==> config.mk <==
export PLATFORM = sky130hd
export DESIGN_NAME = rom_ctrl_access_seq
export DESIGN_NICKNAME = d
export VERILOG_FILES = /design/src/rtl/rom_ctrl_pkg.sv /design/src/rtl/prim_flop.sv /design/src/rtl/rom_ctrl_access_seq.sv
export SDC_FILE = /design/constraint.sdc
export NUM_CORES = 1
export LEC_CHECK = 0
export BUFFER_PORTS_ARGS = -buffer_cell sky130_fd_sc_hd__buf_4
export CAP_MARGIN = 30
export CORE_AREA = 2 2 78 80
export CTS_BUF_LIST = sky130_fd_sc_hd__clkbuf_16
export CTS_CLUSTER_SIZE = 20
export DETAILED_ROUTE_END_ITERATION = 16
export DIE_AREA = 0 0 80 82
export GPL_ROUTABILITY_DRIVEN = 0
export GPL_TIMING_DRIVEN = 0
export PLACE_DENSITY = 0.81
export SLEW_MARGIN = 5
export SYNTH_ARGS = -nofsm -noshare
export SYNTH_HDL_FRONTEND = slang
export SYNTH_SLANG_ARGS = --single-unit
==> constraint.sdc <==
create_clock -name clk_i -period 5.7 [get_ports clk_i]
set_clock_uncertainty 0.2 [all_clocks]
set_input_delay 0 -clock clk_i [delete_from_list [all_inputs] [get_ports clk_i]]
set_output_delay 0 -clock clk_i [all_outputs]
set_load 0.02 [all_outputs]
==> src/rtl/rom_ctrl_pkg.sv <==
// Shared encodings for the ROM access sequencer.
// State and owner codes are sparse so a flipped bit lands on an illegal code.
package rom_ctrl_pkg;

   localparam int unsigned EncW = 5;

   typedef enum logic [EncW-1:0] {
      SeqSweep = 5'b00111,
      SeqDone  = 5'b11001,
      SeqError = 5'b11110
   } seq_state_e;

   typedef enum logic [EncW-1:0] {
      OwnNone  = 5'b00000,
      OwnSweep = 5'b00111,
      OwnBus   = 5'b11001
   } owner_e;

endpackage

==> src/rtl/prim_flop.sv <==
// Plain resettable register used for every sequencer state register.
// Keeping these in one primitive makes them easy to find and harden.
module prim_flop #(
   parameter int unsigned      Width      = 1,
   parameter logic [Width-1:0] ResetValue = '0
) (
   input  logic             clk_i,
   input  logic             rst_ni,
   input  logic [Width-1:0] d_i,
   output logic [Width-1:0] q_o
);

   always_ff @(posedge clk_i or negedge rst_ni) begin
      if (!rst_ni) begin
         q_o <= ResetValue;
      end else begin
         q_o <= d_i;
      end
   end

endmodule

==> src/rtl/rom_ctrl_access_seq.sv <==
// ROM access sequencer: post-reset digest sweep, then bus reads.
// ROM_CTRL_SWEEP_BUS_SHARE_EN lets the bus share the ROM during the sweep.
module rom_ctrl_access_seq
   import rom_ctrl_pkg::*;
#(
   parameter int unsigned Width = 40,
   parameter int unsigned Depth = 16
) (
   input  logic                     clk_i,
   input  logic                     rst_ni,
   input  logic                     bus_req_i,
   input  logic [$clog2(Depth)-1:0] bus_addr_i,
   output logic                     bus_gnt_o,
   output logic                     bus_rvalid_o,
   output logic [Width-1:0]         bus_rdata_o,
   output logic                     rom_req_o,
   output logic [$clog2(Depth)-1:0] rom_addr_o,
   input  logic                     rom_rvalid_i,
   input  logic [Width-1:0]         rom_scr_rdata_i,
   input  logic [Width-1:0]         rom_clr_rdata_i,
   output logic                     hash_valid_o,
   output logic [Width-1:0]         hash_data_o,
   output logic                     hash_last_o,
   input  logic                     hash_ready_i,
   output logic                     done_o,
   output logic                     alert_o
);

   localparam int unsigned    Aw     = $clog2(Depth);
   localparam int unsigned    Cw     = Aw + 1;
   localparam logic [Cw-1:0]  CntEnd = Cw'(Depth);

   logic [EncW-1:0]  state_d, state_q;
   logic [EncW-1:0]  owner_d, owner_q;
   logic [Cw-1:0]    cnt_d, cnt_q;

   logic             hold_vld_q;
   logic             hold_last_q;
   logic [Width-1:0] hold_data_q;

   logic st_sweep, st_done, st_error, st_bad;
   logic own_none, own_sweep, own_bus, own_bad;
   logic proto_err, go_err, bus_ok;
   logic sweep_issue, hash_fire, sweep_rvalid, last_accept;

   prim_flop #(
      .Width      (EncW),
      .ResetValue (SeqSweep)
   ) u_state_flop (
      .clk_i  (clk_i),
      .rst_ni (rst_ni),
      .d_i    (state_d),
      .q_o    (state_q)
   );

   prim_flop #(
      .Width      (EncW),
      .ResetValue (OwnNone)
   ) u_owner_flop (
      .clk_i  (clk_i),
      .rst_ni (rst_ni),
      .d_i    (owner_d),
      .q_o    (owner_q)
   );

   prim_flop #(
      .Width      (Cw),
      .ResetValue ('0)
   ) u_cnt_flop (
      .clk_i  (clk_i),
      .rst_ni (rst_ni),
      .d_i    (cnt_d),
      .q_o    (cnt_q)
   );

   always_comb begin
      st_sweep = 1'b0;
      st_done  = 1'b0;
      st_error = 1'b0;
      st_bad   = 1'b0;
      unique case (state_q)
         SeqSweep: st_sweep = 1'b1;
         SeqDone:  st_done  = 1'b1;
         SeqError: st_error = 1'b1;
         default:  st_bad   = 1'b1;
      endcase
   end

   always_comb begin
      own_none  = 1'b0;
      own_sweep = 1'b0;
      own_bus   = 1'b0;
      own_bad   = 1'b0;
      unique case (owner_q)
         OwnNone:  own_none  = 1'b1;
         OwnSweep: own_sweep = 1'b1;
         OwnBus:   own_bus   = 1'b1;
         default:  own_bad   = 1'b1;
      endcase
   end

   // The ROM answers exactly one cycle after a request, never otherwise.
   assign proto_err = (own_none & rom_rvalid_i)
                    | ((own_sweep | own_bus) & ~rom_rvalid_i);
   assign go_err    = proto_err | st_error | st_bad | own_bad;

`ifdef ROM_CTRL_SWEEP_BUS_SHARE_EN
   assign bus_ok = st_sweep | st_done;
`else
   assign bus_ok = st_done;
`endif

   assign bus_gnt_o    = bus_ok & bus_req_i & own_none;

   assign hash_valid_o = hold_vld_q & st_sweep;
   assign hash_fire    = hash_valid_o & hash_ready_i;
   assign hash_last_o  = hash_valid_o & hold_last_q;
   assign hash_data_o  = hold_data_q;
   assign last_accept  = hash_fire & hold_last_q;

   assign sweep_issue = st_sweep & own_none & ~bus_gnt_o
                      & (~hold_vld_q | hash_fire)
                      & (cnt_q != CntEnd);

   assign rom_req_o  = bus_gnt_o | sweep_issue;
   assign rom_addr_o = bus_gnt_o   ? bus_addr_i :
                       sweep_issue ? cnt_q[Aw-1:0] : '0;

   assign bus_rvalid_o = rom_rvalid_i & own_bus;
   assign bus_rdata_o  = bus_rvalid_o ? rom_clr_rdata_i : '0;
   assign sweep_rvalid = rom_rvalid_i & own_sweep;

   assign done_o  = st_done;
   assign alert_o = st_error;

   assign cnt_d = cnt_q + Cw'(sweep_issue);

   always_comb begin
      state_d = state_q;
      unique case (1'b1)
         go_err:                 state_d = SeqError;
         !go_err && last_accept: state_d = SeqDone;
         default:                state_d = state_q;
      endcase
   end

   always_comb begin
      owner_d = OwnNone;
      if (!go_err) begin
         if (bus_gnt_o) begin
            owner_d = OwnBus;
         end else if (sweep_issue) begin
            owner_d = OwnSweep;
         end
      end
   end

   // The counter is already past the word when its data returns.
   always_ff @(posedge clk_i or negedge rst_ni) begin
      if (!rst_ni) begin
         hold_vld_q  <= 1'b0;
         hold_last_q <= 1'b0;
         hold_data_q <= '0;
      end else if (sweep_rvalid) begin
         hold_vld_q  <= 1'b1;
         hold_last_q <= (cnt_q == CntEnd);
         hold_data_q <= rom_scr_rdata_i;
      end else if (hash_fire) begin
         hold_vld_q  <= 1'b0;
         hold_last_q <= 1'b0;
      end
   end

endmodule
# == After elaboration in Yosys (flattened, before gate mapping) ==
# Cells that the tools add are included.
# op_classes
n_reduce_logical,7
n_mux,18
eq_ne,7
bitwise,24
n_addsub,1
# op_table
op,n
2-to-1 mux 40 bit,1
"== test 5 bit, second input constant",4
bitwise AND 1 bit,14
2-to-1 mux 1 bit,11
"== test 5 x 3 -> 1 bit, second input constant",2
2-to-1 mux 5 bit,2
case mux 5 bit (2 select lines),1
2-to-1 mux 4 bit,2
OR 1 bit,7
OR reduction 3 bit,2
adder 5 x 1 -> 5 bit,1
logical NOT 5 bit,1
"inequality test 5 bit, second input constant",1
nonzero test 2 bit,2
2-to-1 mux 3 bit,1
inverter 1 bit,3
logical AND 1 bit,1
logical NOT 1 bit,1
# word_totals
ff_bits,57
in_bits,89
out_inout_bits,91
word_cells,63

# == Longest topological paths before layout ==
# logic_depth
ltp_word,11
mapped_depth,8
depth_no_buf,8

# == By module ==
# From an unflattened synthesis, not the netlist that was laid out.
# unflattened
hier_cells,201
hier_area_um2,2562.5
# by_module_without_submodules
module,cells_per_inst,n_inst,seq_area_each_um2,area_per_inst_um2
rom_ctrl_access_seq,186,1,1051.0,2183.3
prim_flop (u_cnt_flop ...),5,2,125.1,125.1
prim_flop (u_state_flop),5,1,128.9,128.9

# == Worst setup path before layout ==
# Ideal clock, no wire load.
# synth_timing
kind,register -> output
start,register u_state_flop.q_o[0]
end,output rom_addr_o[0]
n_path_buf,0
stages_incl_launch_ff,6
t_arrival_ns,1.796
setup_slack_ns,3.704
t_required_ns,5.500
cell_sequence,dfstp_2 nand2_1 nor2_1 nand3_1 inv_1 mux2_2
# synth_via
elab_chain_len,10
elab_cells_between_ends,16
classes_between,eq/ne: 2; mux: 4; bitwise: 10
# synth_lines
item,line_no,source
"start, declared",prim_flop.sv:10,output logic [Width-1:0] q_o
"start signal, assigned",prim_flop.sv:15,q_o <= ResetValue;
"start signal, assigned",prim_flop.sv:17,q_o <= d_i;
== test 5 bit *,rom_ctrl_access_seq.sv:81,unique case (state_q)
2-to-1 mux 1 bit *,rom_ctrl_access_seq.sv:81,
named net done_o,rom_ctrl_access_seq.sv:25,"output logic done_o,"
bitwise AND 1 bit * (2 in a row),rom_ctrl_access_seq.sv:113,assign bus_gnt_o = bus_ok & bus_req_i & own_none;
named net bus_gnt_o,rom_ctrl_access_seq.sv:13,"output logic bus_gnt_o,"
inverter 1 bit,rom_ctrl_access_seq.sv:121,assign sweep_issue = st_sweep & own_none & ~bus_gnt_o
bitwise AND 1 bit,rom_ctrl_access_seq.sv:121,
bitwise AND 1 bit,rom_ctrl_access_seq.sv:122,& (~hold_vld_q | hash_fire)
bitwise AND 1 bit,rom_ctrl_access_seq.sv:123,& (cnt_q != CntEnd);
2-to-1 mux 4 bit,rom_ctrl_access_seq.sv:127,sweep_issue ? cnt_q[Aw-1:0] : '0;
2-to-1 mux 4 bit *,rom_ctrl_access_seq.sv:126,assign rom_addr_o = bus_gnt_o ? bus_addr_i :
"end, declared",rom_ctrl_access_seq.sv:17,"output logic [$clog2(Depth)-1:0] rom_addr_o,"
# The timed path passes the listed nets; every way through them passes the cells marked *.

# == Final worst setup path ==
# layout_timing
start,register u_cnt_flop.q_o[1]
end,output rom_addr_o[0]
# layout_via
elab_chain_len,4
# layout_lines
item,line_no
"start, declared",prim_flop.sv:10
"start signal, assigned",prim_flop.sv:15
"start signal, assigned",prim_flop.sv:17
inequality test 5 bit,rom_ctrl_access_seq.sv:123
bitwise AND 1 bit,rom_ctrl_access_seq.sv:123
2-to-1 mux 4 bit,rom_ctrl_access_seq.sv:127
2-to-1 mux 4 bit,rom_ctrl_access_seq.sv:126
# Every way passes these cells.

==> summary.md <==
| Metric | Value |
|---|---|
| Status | `finished clean` |
| Slew margin rel. | `0.571` |
| PwrDens | `between 150 and 200 nW/um2` |
| Pre-antenna DRT Iters | `4` |
| Most area-consuming cells after synthesis | `dfrtp_1 54%, mux2_2 19%, and2_1 11%` |
| Placed Instances | `440` |
| Initial drt markers | `69` |
| First-pass GRT wire length | `~10 mm` |
| Setup Fix Bufs, Post-CTS | `0` |
| H-tree Lvls | `2` |
| Mapped Nets | `roughly 280` |
| TNS Setup | `0 ps` |
| Die area | `about 6600 um2` |
| Gr usage total | `0.200` |
| GR Util met3 | `0.0571` |
| R2r setup slk | `between 3000 and 4000 ps` |
| Most common cell in the netlist | `dfrtp_1` |
| Final hold vios | `0` |
| Max-cap violations | `0` |
| CP peak stage delay | `around 420 ps` |
| Leakage | `between 2 and 2.5 nW` |
| Nets | `between 500 and 600` |
| RSZ-0062 raised after global routing | `no` |
| DRC Markers | `0` |
| Worst skew pair latency | `between 200 and 300 ps` |
| Top-area cell type share of the netlist area | `0.538` |
| Overflow left after global routing | `0` |
| Mapped cell area | `2370 um2` |
| I/O Buffers | `around 180` |
| Clock root buffer | `clkbuf_16` |
| Non-filler cells, final | `a little under 500` |
| Clock transition at path regs | `~70 ps` |
| Distinct cells, synth | `28` |
| Crit path from | `u_cnt_flop.q_o[1]` |
| Mean Syn Cell Area | `between 10 and 15 um2` |
| Share of cells above drive strength 1 | `0.563` |
| M2 GR Usage | `0.395` |
| Drt total wl | `a little under 7 mm` |
| Worst R2R Path Depth | `8` |
| Flop and latch count out of synthesis | `53` |
| Final setup margin | `~3400 ps` |
| Setup violators final | `0` |
| Synthesized instance count | `between 150 and 200` |
| Die Width | `80 um` |
| F_max | `approximately 440 MHz` |
| Clock Tree Buf Depth | `2` |
| # diodes | `0` |
| Arrival time worst endpoint | `2060 ps` |
| EDFF count, synth | `0` |
| Max Slew Vio Count | `0` |
| Worst VDD drop | `between 150 and 200 uV` |
| Tightest Pin Transition | `about 640 ps` |
| WP data required | `~5500 ps` |
| Worst hold path class | `input port to flop` |
| Synth cell count leaders | `51 x dfrtp_1, 42 x and2_1, 41 x mux2_2` |
| Asr flop ratio synth | `1.00` |
| Grt peak-use layer | `met2` |
| Final Cell Area | `around 4400 um2` |
| Area grow syn2layout | `85.6%` |
| Max FO, Critical Path | `4` |
| Post-cts resize count | `0` |
| Initial antenna violation count | `0` |
| Synth area leader | `dfrtp_1` |
| Die height | `approximately 82 um` |
| # rows | `28` |
| CTS tree | `built` |
| Via count | `2259` |
| Layout fillers | `around 400` |
| Critical Path End | `rom_addr_o[0]` |
| YS warnings | `0` |
| Core area | `roughly 5700 um2` |
| Boundary pin count | `180` |
| Crit. End Element | `output pin` |
| CTS Sinks | `between 50 and 60` |
| Wire length per cell | `14.0 um` |
| CP max stage cell | `dfrtp_1` |
| Post-route antenna net violation count | `0` |
| Vias per Instance | `4.60` |
| DP Worst Slack | `between 3000 and 4000 ps` |
| Top FF cell, synth | `dfrtp_1` |
| RR Startpoint | `u_state_flop.q_o[0]` |
| Vias in the first global route | `2168` |
| Min Tclk post-route | `about 2300 ps` |
| Starting Density | `0.413` |
| Critical path class | `flop to output pin` |
| R2r endpoint | `u_cnt_flop.q_o[4]` |
| Fin util | `0.767` |
| GR met1 Demand/Resource | `0.208` |
| Detailed placer's ending HPWL | `4.95 mm` |
| Largest net degree at the start of global routing | `54` |
| Crit path launch type | `flop` |
| Critical-path cell list | `nor4_1 > nand2_1 > nand4_1 > inv_1 > ha_1 > mux2_2 > buf_4` |
| Seq/Total Area, Yosys | `0.560` |
| CTS Buf Count | `5` |
| Post-DP Area | `3810 um2` |
| Final period utilization | `0.396` |
[layout by cell type (no fill, tap or decap), types with 4 or more instances in the layout]
cell	synthesis	routed
buf_4	0	179
dfrtp_1	51	51
dlygate4sd3_1	0	43
and2_1	42	42
mux2_2	41	41
nand2_1	7	7
inv_1	4	5
clkbuf_1	5	5
clkbuf_16	0	5
nor2_1	4	4
[worst min-delay path by stage]
stage                            start                   to  slack, ps  cells after the start
after floorplan                 rst_ni       hash_data_o[0]       -500                      0
after global placement          rst_ni      hash_data_o[39]       -130                      1
after detailed placement        rst_ni      hash_data_o[13]       -120                      1
after CTS                 rom_rvalid_i       hash_data_o[0]         70                      3
after global routing      rom_rvalid_i  u_state_flop.q_o[0]         90                      5
final                     rom_rvalid_i       hash_data_o[0]         50                      3
[routing by layer]
layer	part of all wire	up-vias
li1	-	1091
met1	0.33	1068
met2	0.57	94
met3	0.086	6
met4	0.0074	0
met5	0	-
[worst max-delay path, delay by kind of cell (launching register included)]
| family | cells | cell delay (ps) |
|---|---|---|
| adders and majority gates | 1 | 250 |
| buffers and inverters | 2 | 280 |
| DFF | 1 | 420 |
| muxes | 1 | 270 |
| and+or+nand+nor | 3 | 560 |
[registers in the layout, indices dropped and copies added (netlist names)]
signal            count
hold_vld_q            1
u_owner_flop.q_o      3
hold_last_q           1
hash_data_o          40
u_cnt_flop.q_o        5
u_state_flop.q_o      3
[per-stage QoR]
stage	hold slack, ps	power [mW]
after floorplan	-496	0.385
after global placement	-126	0.435
after detailed placement	-125	0.436
after CTS	66.0	0.791
after global routing	94.4	0.815
final	46.9	0.786
[what timing repair did]
action                                 in CTS  in global routing
endpoints found under the hold margin      98                  0
hold buffers                               43                  0
setup endpoints to repair                   0                  0
[logic make-up (layout without fill, tap and decap cells)]
kind of cell,count (synthesis),after routing,share of synthesized area
AO/OA/AOI/OAI,8,8,0.0300
flip-flops,53,53,0.560
AND/OR/NAND/NOR,66,66,0.170
multiplexers,41,41,0.195
XOR/XNOR,4,4,0.0148
buffers and inverters,12,242,0.0206
adder cells (fa/ha/maj),2,2,0.0105
[report_power, final]
group | switching [mW] | total (mW) | internal [mW] | leakage, nW
Sequential | 0 | 0.376 | 0.376 | 0.723
Clock | 0.129 | 0.334 | 0.205 | 0.0850
Combinational | 0.0195 | 0.0768 | 0.0573 | 1.64
Total | 0.148 | 0.786 | 0.638 | 2.45
[cell type report]
class | instances | area (um2) | share of cell area
Clock buffer | 5 | 125 | 0.0284
Multi-Input combinational cell | 121 | 996 | 0.226
Timing Repair Buffer | 222 | 1770 | 0.403
Clock inverter | 3 | 38.8 | 0.00880
Tap cell | 75 | 93.8 | 0.0213
Buffer | 8 | 33.8 | 0.00767
Inverter | 4 | 15.0 | 0.00341
Sequential cell | 53 | 1330 | 0.302
No activity file was read; power rests on OpenSTA's default activity.
